$ cat config.mk
export PLATFORM = sky130hd
export DESIGN_NAME = if_fetch
export DESIGN_NICKNAME = d
export VERILOG_FILES = /design/src/rtl/if_fetch.sv
export SDC_FILE = /design/constraint.sdc
export NUM_CORES = 1
export LEC_CHECK = 0
export ABC_AREA = 1
export BUFFER_PORTS_ARGS = -buffer_cell sky130_fd_sc_hd__buf_4
export CAP_MARGIN = 20
export CELL_PAD_IN_SITES_DETAIL_PLACEMENT = 1
export CELL_PAD_IN_SITES_GLOBAL_PLACEMENT = 1
export CORE_AREA = 2 2 178 127
export DETAILED_ROUTE_END_ITERATION = 10
export DIE_AREA = 0 0 180 129
export MAX_ROUTING_LAYER = met4
export PLACE_DENSITY_LB_ADDON = 0.1
export SLEW_MARGIN = 10
export SYNTH_ARGS = -nofsm -noshare
export SYNTH_HDL_FRONTEND = slang
export SYNTH_SLANG_ARGS = --single-unit
$ cat constraint.sdc
create_clock -name clk -period 3.76 [get_ports clk]
set_clock_uncertainty 0.05 [all_clocks]
set_input_delay 0.188 -clock clk [delete_from_list [all_inputs] [get_ports clk]]
set_output_delay 0.188 -clock clk [all_outputs]
set_load 0.05 [all_outputs]
$ cat src/rtl/if_fetch.sv
`default_nettype none
// ============================================================================
//  Module      : if_fetch
//  Description : MIPS instruction-fetch stage. Owns the PC, keeps at most one
//                request outstanding to instruction memory and registers
//                {pc, inst, valid} as the IF/ID boundary. Honours a decode
//                stall and a branch/jump flush with redirect.
//                Optional macro IF_PERF_CNT_EN adds fetch_cnt_out, a 32-bit
//                count of instructions written valid into IF/ID.
//  Revision    : 1.0 - initial release
// ============================================================================
module if_fetch #(
   parameter int                     PC_WIDTH   = 32,
   parameter int                     INST_WIDTH = 32,
   parameter logic [PC_WIDTH-1:0]    RESET_PC   = '0
) (
   input  logic                  clk,
   input  logic                  rst,
   input  logic                  stall_in,
   input  logic                  flush_in,
   input  logic [PC_WIDTH-1:0]   redirect_pc_in,
   output logic                  imem_req_out,
   output logic [PC_WIDTH-1:0]   imem_addr_out,
   input  logic                  imem_ack_in,
   input  logic [INST_WIDTH-1:0] imem_data_in,
   output logic [PC_WIDTH-1:0]   pc_out,
   output logic [INST_WIDTH-1:0] inst_data_out,
   output logic                  inst_valid_out
`ifdef IF_PERF_CNT_EN
   ,
   output logic [31:0]           fetch_cnt_out
`endif
);

   typedef enum logic [1:0] {
      S_FETCH = 2'd0,
      S_HOLD  = 2'd1,
      S_DRAIN = 2'd2
   } state_t;

   localparam logic [PC_WIDTH-1:0] c_pc_step = {{(PC_WIDTH-3){1'b0}}, 3'b100};

   state_t                r_state;
   state_t                w_state_nx;
   logic [PC_WIDTH-1:0]   r_pc;
   logic [PC_WIDTH-1:0]   r_rdir;
   logic [PC_WIDTH-1:0]   r_buf_pc;
   logic [INST_WIDTH-1:0] r_buf_inst;
   logic [PC_WIDTH-1:0]   r_pc_out;
   logic [INST_WIDTH-1:0] r_inst;
   logic                  r_valid;

   logic [PC_WIDTH-1:0]   w_redir;
   logic [PC_WIDTH-1:0]   w_pc_nx;
   logic [PC_WIDTH-1:0]   w_rdir_nx;
   logic                  w_req;
   logic                  w_buf_ld;
   logic                  w_ifid_load;
   logic [PC_WIDTH-1:0]   w_ifid_pc;
   logic [INST_WIDTH-1:0] w_ifid_inst;
   logic                  w_ifid_kill;

   // Redirect targets are always word aligned.
   assign w_redir = {redirect_pc_in[PC_WIDTH-1:2], 2'b00};

   // State register.
   always_ff @(posedge clk) begin
      if (rst) r_state <= S_FETCH;
      else     r_state <= w_state_nx;
   end

   // Next-state, bus request and datapath control; flush outranks stall.
   always_comb begin
      w_state_nx  = r_state;
      w_pc_nx     = r_pc;
      w_rdir_nx   = r_rdir;
      w_req       = 1'b0;
      w_buf_ld    = 1'b0;
      w_ifid_load = 1'b0;
      w_ifid_pc   = r_pc;
      w_ifid_inst = imem_data_in;
      w_ifid_kill = 1'b0;
      case (r_state)
         S_FETCH: begin
            w_req = 1'b1;
            if (imem_ack_in) begin
               if (flush_in) begin
                  w_pc_nx     = w_redir;
                  w_ifid_kill = 1'b1;
               end else if (stall_in) begin
                  w_buf_ld   = 1'b1;
                  w_pc_nx    = r_pc + c_pc_step;
                  w_state_nx = S_HOLD;
               end else begin
                  w_ifid_load = 1'b1;
                  w_pc_nx     = r_pc + c_pc_step;
               end
            end else if (flush_in) begin
               w_rdir_nx   = w_redir;
               w_ifid_kill = 1'b1;
               w_state_nx  = S_DRAIN;
            end else if (!stall_in) begin
               w_ifid_kill = 1'b1;
            end
         end
         S_HOLD: begin
            if (flush_in) begin
               w_pc_nx     = w_redir;
               w_ifid_kill = 1'b1;
               w_state_nx  = S_FETCH;
            end else if (!stall_in) begin
               w_ifid_load = 1'b1;
               w_ifid_pc   = r_buf_pc;
               w_ifid_inst = r_buf_inst;
               w_state_nx  = S_FETCH;
            end
         end
         S_DRAIN: begin
            // The in-flight fetch must complete on the bus but its data is dead.
            w_req       = 1'b1;
            w_ifid_kill = 1'b1;
            if (flush_in) w_rdir_nx = w_redir;
            if (imem_ack_in) begin
               w_pc_nx    = flush_in ? w_redir : r_rdir;
               w_state_nx = S_FETCH;
            end
         end
         default: begin
            w_state_nx = S_FETCH;
         end
      endcase
   end

   // PC, redirect, skid buffer and IF/ID registers.
   always_ff @(posedge clk) begin
      if (rst) begin
         r_pc       <= RESET_PC;
         r_rdir     <= '0;
         r_buf_pc   <= '0;
         r_buf_inst <= '0;
         r_pc_out   <= '0;
         r_inst     <= '0;
         r_valid    <= 1'b0;
      end else begin
         r_pc   <= w_pc_nx;
         r_rdir <= w_rdir_nx;
         if (w_buf_ld) begin
            r_buf_pc   <= r_pc;
            r_buf_inst <= imem_data_in;
         end
         if (w_ifid_load) begin
            r_pc_out <= w_ifid_pc;
            r_inst   <= w_ifid_inst;
            r_valid  <= 1'b1;
         end else if (w_ifid_kill) begin
            r_valid  <= 1'b0;
         end
      end
   end

`ifdef IF_PERF_CNT_EN
   logic [31:0] r_fetch_cnt;

   // Count every instruction written valid into IF/ID, wrapping at 2^32.
   always_ff @(posedge clk) begin
      if (rst)              r_fetch_cnt <= '0;
      else if (w_ifid_load) r_fetch_cnt <= r_fetch_cnt + 32'd1;
   end

   assign fetch_cnt_out = r_fetch_cnt;
`endif

   assign imem_req_out   = w_req & ~rst;
   assign imem_addr_out  = r_pc;
   assign pc_out         = r_pc_out;
   assign inst_data_out  = r_inst;
   assign inst_valid_out = r_valid;

endmodule
`default_nettype wire
# Word-level counts from Yosys, hierarchy flattened

Index checks and enable logic that the tools add are counted.
Widths: inputs -> output; s select.

Bits in registers: 195
Input bits: 69
Output and inout port bits: 98

Add/subtract/negate cells: 1
Equal/unequal tests: 10
Multiplexer cells: 37
Bitwise logic cells: 2
Reduce and logical (&&, ||, !) cells: 8

Operators by type and width:

| kind                  | number |
|---|---|
| $mux 32               | 12 |
| $pmux 32 s3           | 1 |
| $pmux 32 s2           | 1 |
| $add 32x3->32 const B | 1 |
| $mux 2                | 7 |
| $mux 1                | 13 |
| $ne 3x3->1 const B    | 4 |
| $ne 2x2->1 const B    | 4 |
| $pmux 2 s3            | 1 |
| $reduce_and 5->1      | 1 |
| $reduce_and 4->1      | 1 |
| $reduce_bool 2->1     | 2 |
| $pmux 1 s3            | 1 |
| $reduce_bool 3->1     | 1 |
| $eq 2x1->1 const B    | 1 |
| $eq 2x2->1 const B    | 1 |
| $logic_not 2->1       | 1 |
| $pmux 1 s2            | 1 |
| $reduce_and 2->1      | 1 |
| $reduce_or 2->1       | 1 |
| $and 1x1->1           | 1 |
| $not 1->1             | 1 |

# Logic depth before layout (Yosys ltp)

Depth after elaboration: 6
Gate-level depth with buffers: 12
Depth with buffers taken out: 12

# Least setup slack after synthesis

OpenSTA, ideal clock, no wires.

Path kind: register -> register
Start: register r_pc[3], in the netlist imem_addr_out[3]
End: register r_pc[28], in the netlist imem_addr_out[28]
Library setup time: 122 ps
Arrival: 1929 ps
Path slack: 1659 ps
Cell stages (with the launch flop): 13
Buffers on the path: 0
Period minus slack after synthesis: 2101 ps
Cell sequence: dfxtp_1 -> ha_1 -> nand2_1 -> nor2_2 -> nand2_1 -> nor2_1 -> nand2_1 -> nand2_1 -> nand2_1 -> nand2_1 -> nand2_1 -> nand2_1 -> a21oi_1

Word-level cells in the longest chain between the ends: 4

Ends and longest elaborated chain:

| element                | line   | RTL |
|---|---|---|
| from (decl)            | 45     | `logic [PC_WIDTH-1:0] r_pc;` |
| from (signal assigned) | 145    | `r_pc <= w_pc_nx;` |
| $add 32x3->32          | 92, 96 |  |
| $mux 32                | 87     | `if (flush_in) begin` |
| $mux 32                | 86     | `if (imem_ack_in) begin` |
| $pmux 32 s3            | 83     | `case (r_state)` |

Every way passes these cells. The select of a mux whose other input is x is not followed.
A chain may end at the register's enable or synchronous reset.

# Worst setup path in the final report

Start: register r_state[0]
End: register r_pc[23], in the netlist imem_addr_out[23]

Word-level cells in the longest chain between the ends: 3
Elaborated cells between the ends (all ways): 9

Ends and longest elaborated chain:

| element                                                          | line | RTL |
|---|---|---|
| from (decl)                                                      | 43   | `state_t r_state;` |
| from (signal assigned)                                           | 69   | `else r_state <= w_state_nx;` |
| $eq 2x1->1 (tied with other cells)                               | 83   |  |
| $ne 2x2->1 (no source line) or $reduce_bool 3->1 (tied branches) | -    |  |
| $reduce_and 4->1 (no source line)                                | -    |  |

Several ways; a longest one is shown, not always the timed one.

==> results by stage <==
Detailed routing:
- For this block, the initial DRC count from the detailed router was 524.
- The count of nets left with antenna violations once routing finished came out at 0.
- The wire length after detailed routing is 32,400 µm.
- The total vias in the final route is 9,702.
- The total DRC errors in the routed layout is 0.
- In the final routed layout, each cell accounts on average for 18.7 µm.
- The pre-antenna-repair detailed-routing pass consisted of 4 iterations.
- The via count normalized by instance count is 5.59.

Global route:
- The global-route usage over all layers is 28.3%.
- The via count of the first global-routing pass is 9,537.
- The overflow left after global routing is 0.
- The first global-routing pass estimated 51,100 µm of wire.
- The number of antenna violations at the first check in global routing is 0.
- Entering global routing, the biggest net connects 83 pins.

Clock network:
- Clock-pin slew was measured on the worst setup and hold paths at 70 ps.
- The post-cts resize count is 0.
- TritonCTS built the clock tree.
- The clock net in this run drives a total of 195 sinks.
- The worst-skew pair later-pin latency is 440 ps.
- The clock passes through at most 2 buffers.
- The root buffer selected by CTS is clkbuf_16.
- The number of buffers created by CTS is 17.
- The maximum level of the CTS H-tree is 4.

Job:
- The max-cap violation count is 0.

Floorplan:
- The number of top-level pins is 167.
- The effective utilization at floorplan is 42.6%.
- The die covers 23,200 µm².
- The die height is 129 µm.
- The floorplan has 45 rows.
- The total area inside the core boundary comes to 21,500 µm².
- The die boundary width is 180 µm.

Synth:
- The post-synthesis cell area is 9130 µm².
- The post-synthesis cell type count is 33.
- The post-synth net total is 1,366.
- Yosys printed 0 warnings.
- The synthesized design contains 195 register bits.
- The portion of synthesized cell area occupied by the leading cell type is 42.8%.
- The number of cells produced by synthesis is 1,291.
- The cell taking the most area after synthesis is dfxtp_1.
- Ranked by total cell area, the synthesized netlist is headed by dfxtp_1 (43%), nand2_1 (14%), nor2_1 (8.3%).
- A synthesized cell averages 7.07 µm².
- The fraction of the yosys area taken by sequential cells is 42.8%.

Timing:
- In the post-route analysis, the smallest setup slack over all paths is 1040 ps.
- The max-slew violation count is 0.
- After layout, the minimum clock period comes to 2720 ps.
- After layout, the worst path uses 72.3% of the clock period.
- The slew of the pin with the lowest slew margin is 1030 ps.
- Setup repair after global routing left no endpoint under its margin.
- The hold violation total from the final report is 0.
- Based on the critical path, the design can be clocked at up to 0.368 GHz.
- The final setup violation count is 0.
- In the final timing run, aggregate negative setup slack is 0 ps.
- Headroom to the max-slew limit came out at 31.6%.

Placement:
- Input and output buffers added on the ports amount to 164.
- The HPWL after detailed placement is 20,300 µm.
- The final RePlAce weighted congestion is 0.838.
- OpenSTA, run right after detailed placement, puts the worst setup slack at 1040 ps.

Cells and area:
- The net total in the final layout is 1,518.
- The share of cells above drive strength 1 is 16.4%.
- The count of fill cells added during filler insertion is 2,747.
- The final cell utilization of the core is 53.6%.
- The total inserted antenna cells is 0.
- From synthesis to final layout, the design area changed by 25.8%.

Pwr:
- Power comes to 8.04 mW.
- The leakage power summed over all cells is 4.72 nW.
- IR analysis of the VDD net gives a maximum drop of 0.342 mV.
- The cell area power density is 700 nW/µm².

Critical path:
- The start-to-end type of the worst setup path is register to register.
- The total buffers and inverters traversed by the critical path is 2.
- Among the stages of the critical path, the cell type that occurs most often is a21oi_1.
- STA puts the critical path data required time at 4030 ps.
- At the worst endpoint, the arrival time is 2990 ps.
- The longest individual stage delay on the worst path is 790 ps.
- The cell type of the slowest stage on the worst timing path is nand2_1.
- The worst setup path is launched from a register.
- The critical path goes through inv_1 > ha_1 > nand2_1 > buf_4 > a21oi_1 > a211oi_1 > a21oi_1.
- The endpoint kind of the worst setup timing path is a register.
- The highest net fanout along the worst path is 21.
- The cell family contributing the most delay on the critical path is simple AND/OR/NAND/NOR gates.

Worst hold path:
- The class of the worst hold path is input pin to register.

Outcome:
- The run finished with clean final reports.
-- synth_stat cells --
cell / number
nand3_1: 25
o31ai_1: 1
buf_1: 4
o2111ai_1: 1
nand2_1: 343
inv_2: 5
a311oi_1: 40
xor2_1: 4
a21oi_1: 97
a211oi_1: 24
buf_4: 4
nor2_4: 1
nor3_1: 1
and2_1: 1
dfxtp_1: 195
o21ai_1: 10
inv_1: 41
nand3b_1: 1
a31oi_1: 36
o21bai_1: 1
nor2_1: 202
buf_6: 1
a21oi_4: 1
a22oi_1: 1
a311oi_2: 20
nor2_2: 3
o22ai_1: 1
nand4_1: 1
or2_1: 1
buf_2: 14
ha_1: 6
o21ai_0: 137
clkbuf_1: 68
-- power by group --
group / internal (mW) / switching, mW / leakage, nW / total (mW)
logic: 0.950 / 2.30 / 2.85 / 3.25
clock network: 0.950 / 0.834 / 0.265 / 1.78
registers: 2.50 / 0.516 / 1.60 / 3.01
total: 4.40 / 3.65 / 4.72 / 8.04
-- logic make-up after synthesis --
group | Yosys count | synth area share, %
AO/OA/AOI/OAI | 370 | 25.5
flip-flops | 195 | 42.8
adder cells (fa/ha/maj) | 6 | 0.822
AND/OR/NAND/NOR | 579 | 24.4
buffers and inverters | 137 | 6.07
XOR/XNOR | 4 | 0.384
-- repair_timing --
action                    in CTS  in global routing
hold buffers                  45                  0
buffers inserted               0                  0
hold endpoints to repair      76                  0
-- stage by stage --
stage                     instances  hold WS [ps]  area (µm²)
final                          1737          10.9       11500
after global routing           1737          18.7       11500
after CTS                      1737          2.46       11500
after detailed placement       1661           378       10500
after global placement         1661           373       10500
after floorplan                1291           273        9130
-- registers in the layout (all words and copies together) (netlist names) --
signal          count
imem_addr_out      32
inst_data_out      32
pc_out             32
r_buf_inst         32
r_buf_pc           32
r_rdir             32
r_state             2
inst_valid_out      1
-- path summary, 6_finish.rpt --
kind | from | end | slack (ps) | cells past startpoint
hold / removal | redirect_pc_in[10] | imem_addr_out[10]$_SDFFE_PP0P_ | 10 | 3
setup reg to reg | r_state[0]$_SDFFE_PP0P_ | imem_addr_out[23]$_SDFFE_PP0P_ | 1040 | 7
setup / recovery | r_state[0]$_SDFFE_PP0P_ | imem_addr_out[23]$_SDFFE_PP0P_ | 1040 | 7
hold reg to reg | r_rdir[0]$_SDFFE_PP0P_ | r_rdir[0]$_SDFFE_PP0P_ | 420 | 2
-- routing by layer --
layer	global-route usage, %	up-vias	wire length (µm)
met5	-	-	0
met4	8.94	0	551
met3	4.27	47	1260
met2	46.6	227	15200
met1	36.1	4752	15400
li1	-	4676	-
-- worst min-delay path, delay by kind of cell --
kind	cells	cell delay [ps]
compound gates	2	190
buf+inv	1	80
-- placed cells by master (no fill, tap or decap), types with 3 or more instances in the layout --
cell / netlist / routed
a311oi_2: 20 / 20
clkbuf_1: 68 / 5
a21oi_1: 97 / 97
nor2_1: 202 / 201
a31oi_1: 36 / 36
dlygate4sd3_1: 0 / 45
nand3_1: 25 / 25
a311oi_1: 40 / 40
ha_1: 6 / 6
inv_2: 5 / 5
buf_4: 4 / 177
o21ai_0: 137 / 137
xor2_1: 4 / 4
nor2_2: 3 / 3
a211oi_1: 24 / 24
dfxtp_1: 195 / 195
o21ai_1: 10 / 9
nand2_1: 343 / 343
clkbuf_16: 0 / 17
inv_1: 41 / 40
-- area by class of cell --
type | count | area (µm²) | share of cell area [%]
flip-flops and latches | 195 | 3900 | 34.0
well taps | 282 | 353 | 3.07
repair buffers | 224 | 1820 | 15.8
clock buffers | 24 | 472 | 4.11
clock inverters | 7 | 73.8 | 0.643
multi-input cells | 959 | 4690 | 40.8
inverters | 46 | 175 | 1.52
No activity file was read; power rests on OpenSTA's default activity.
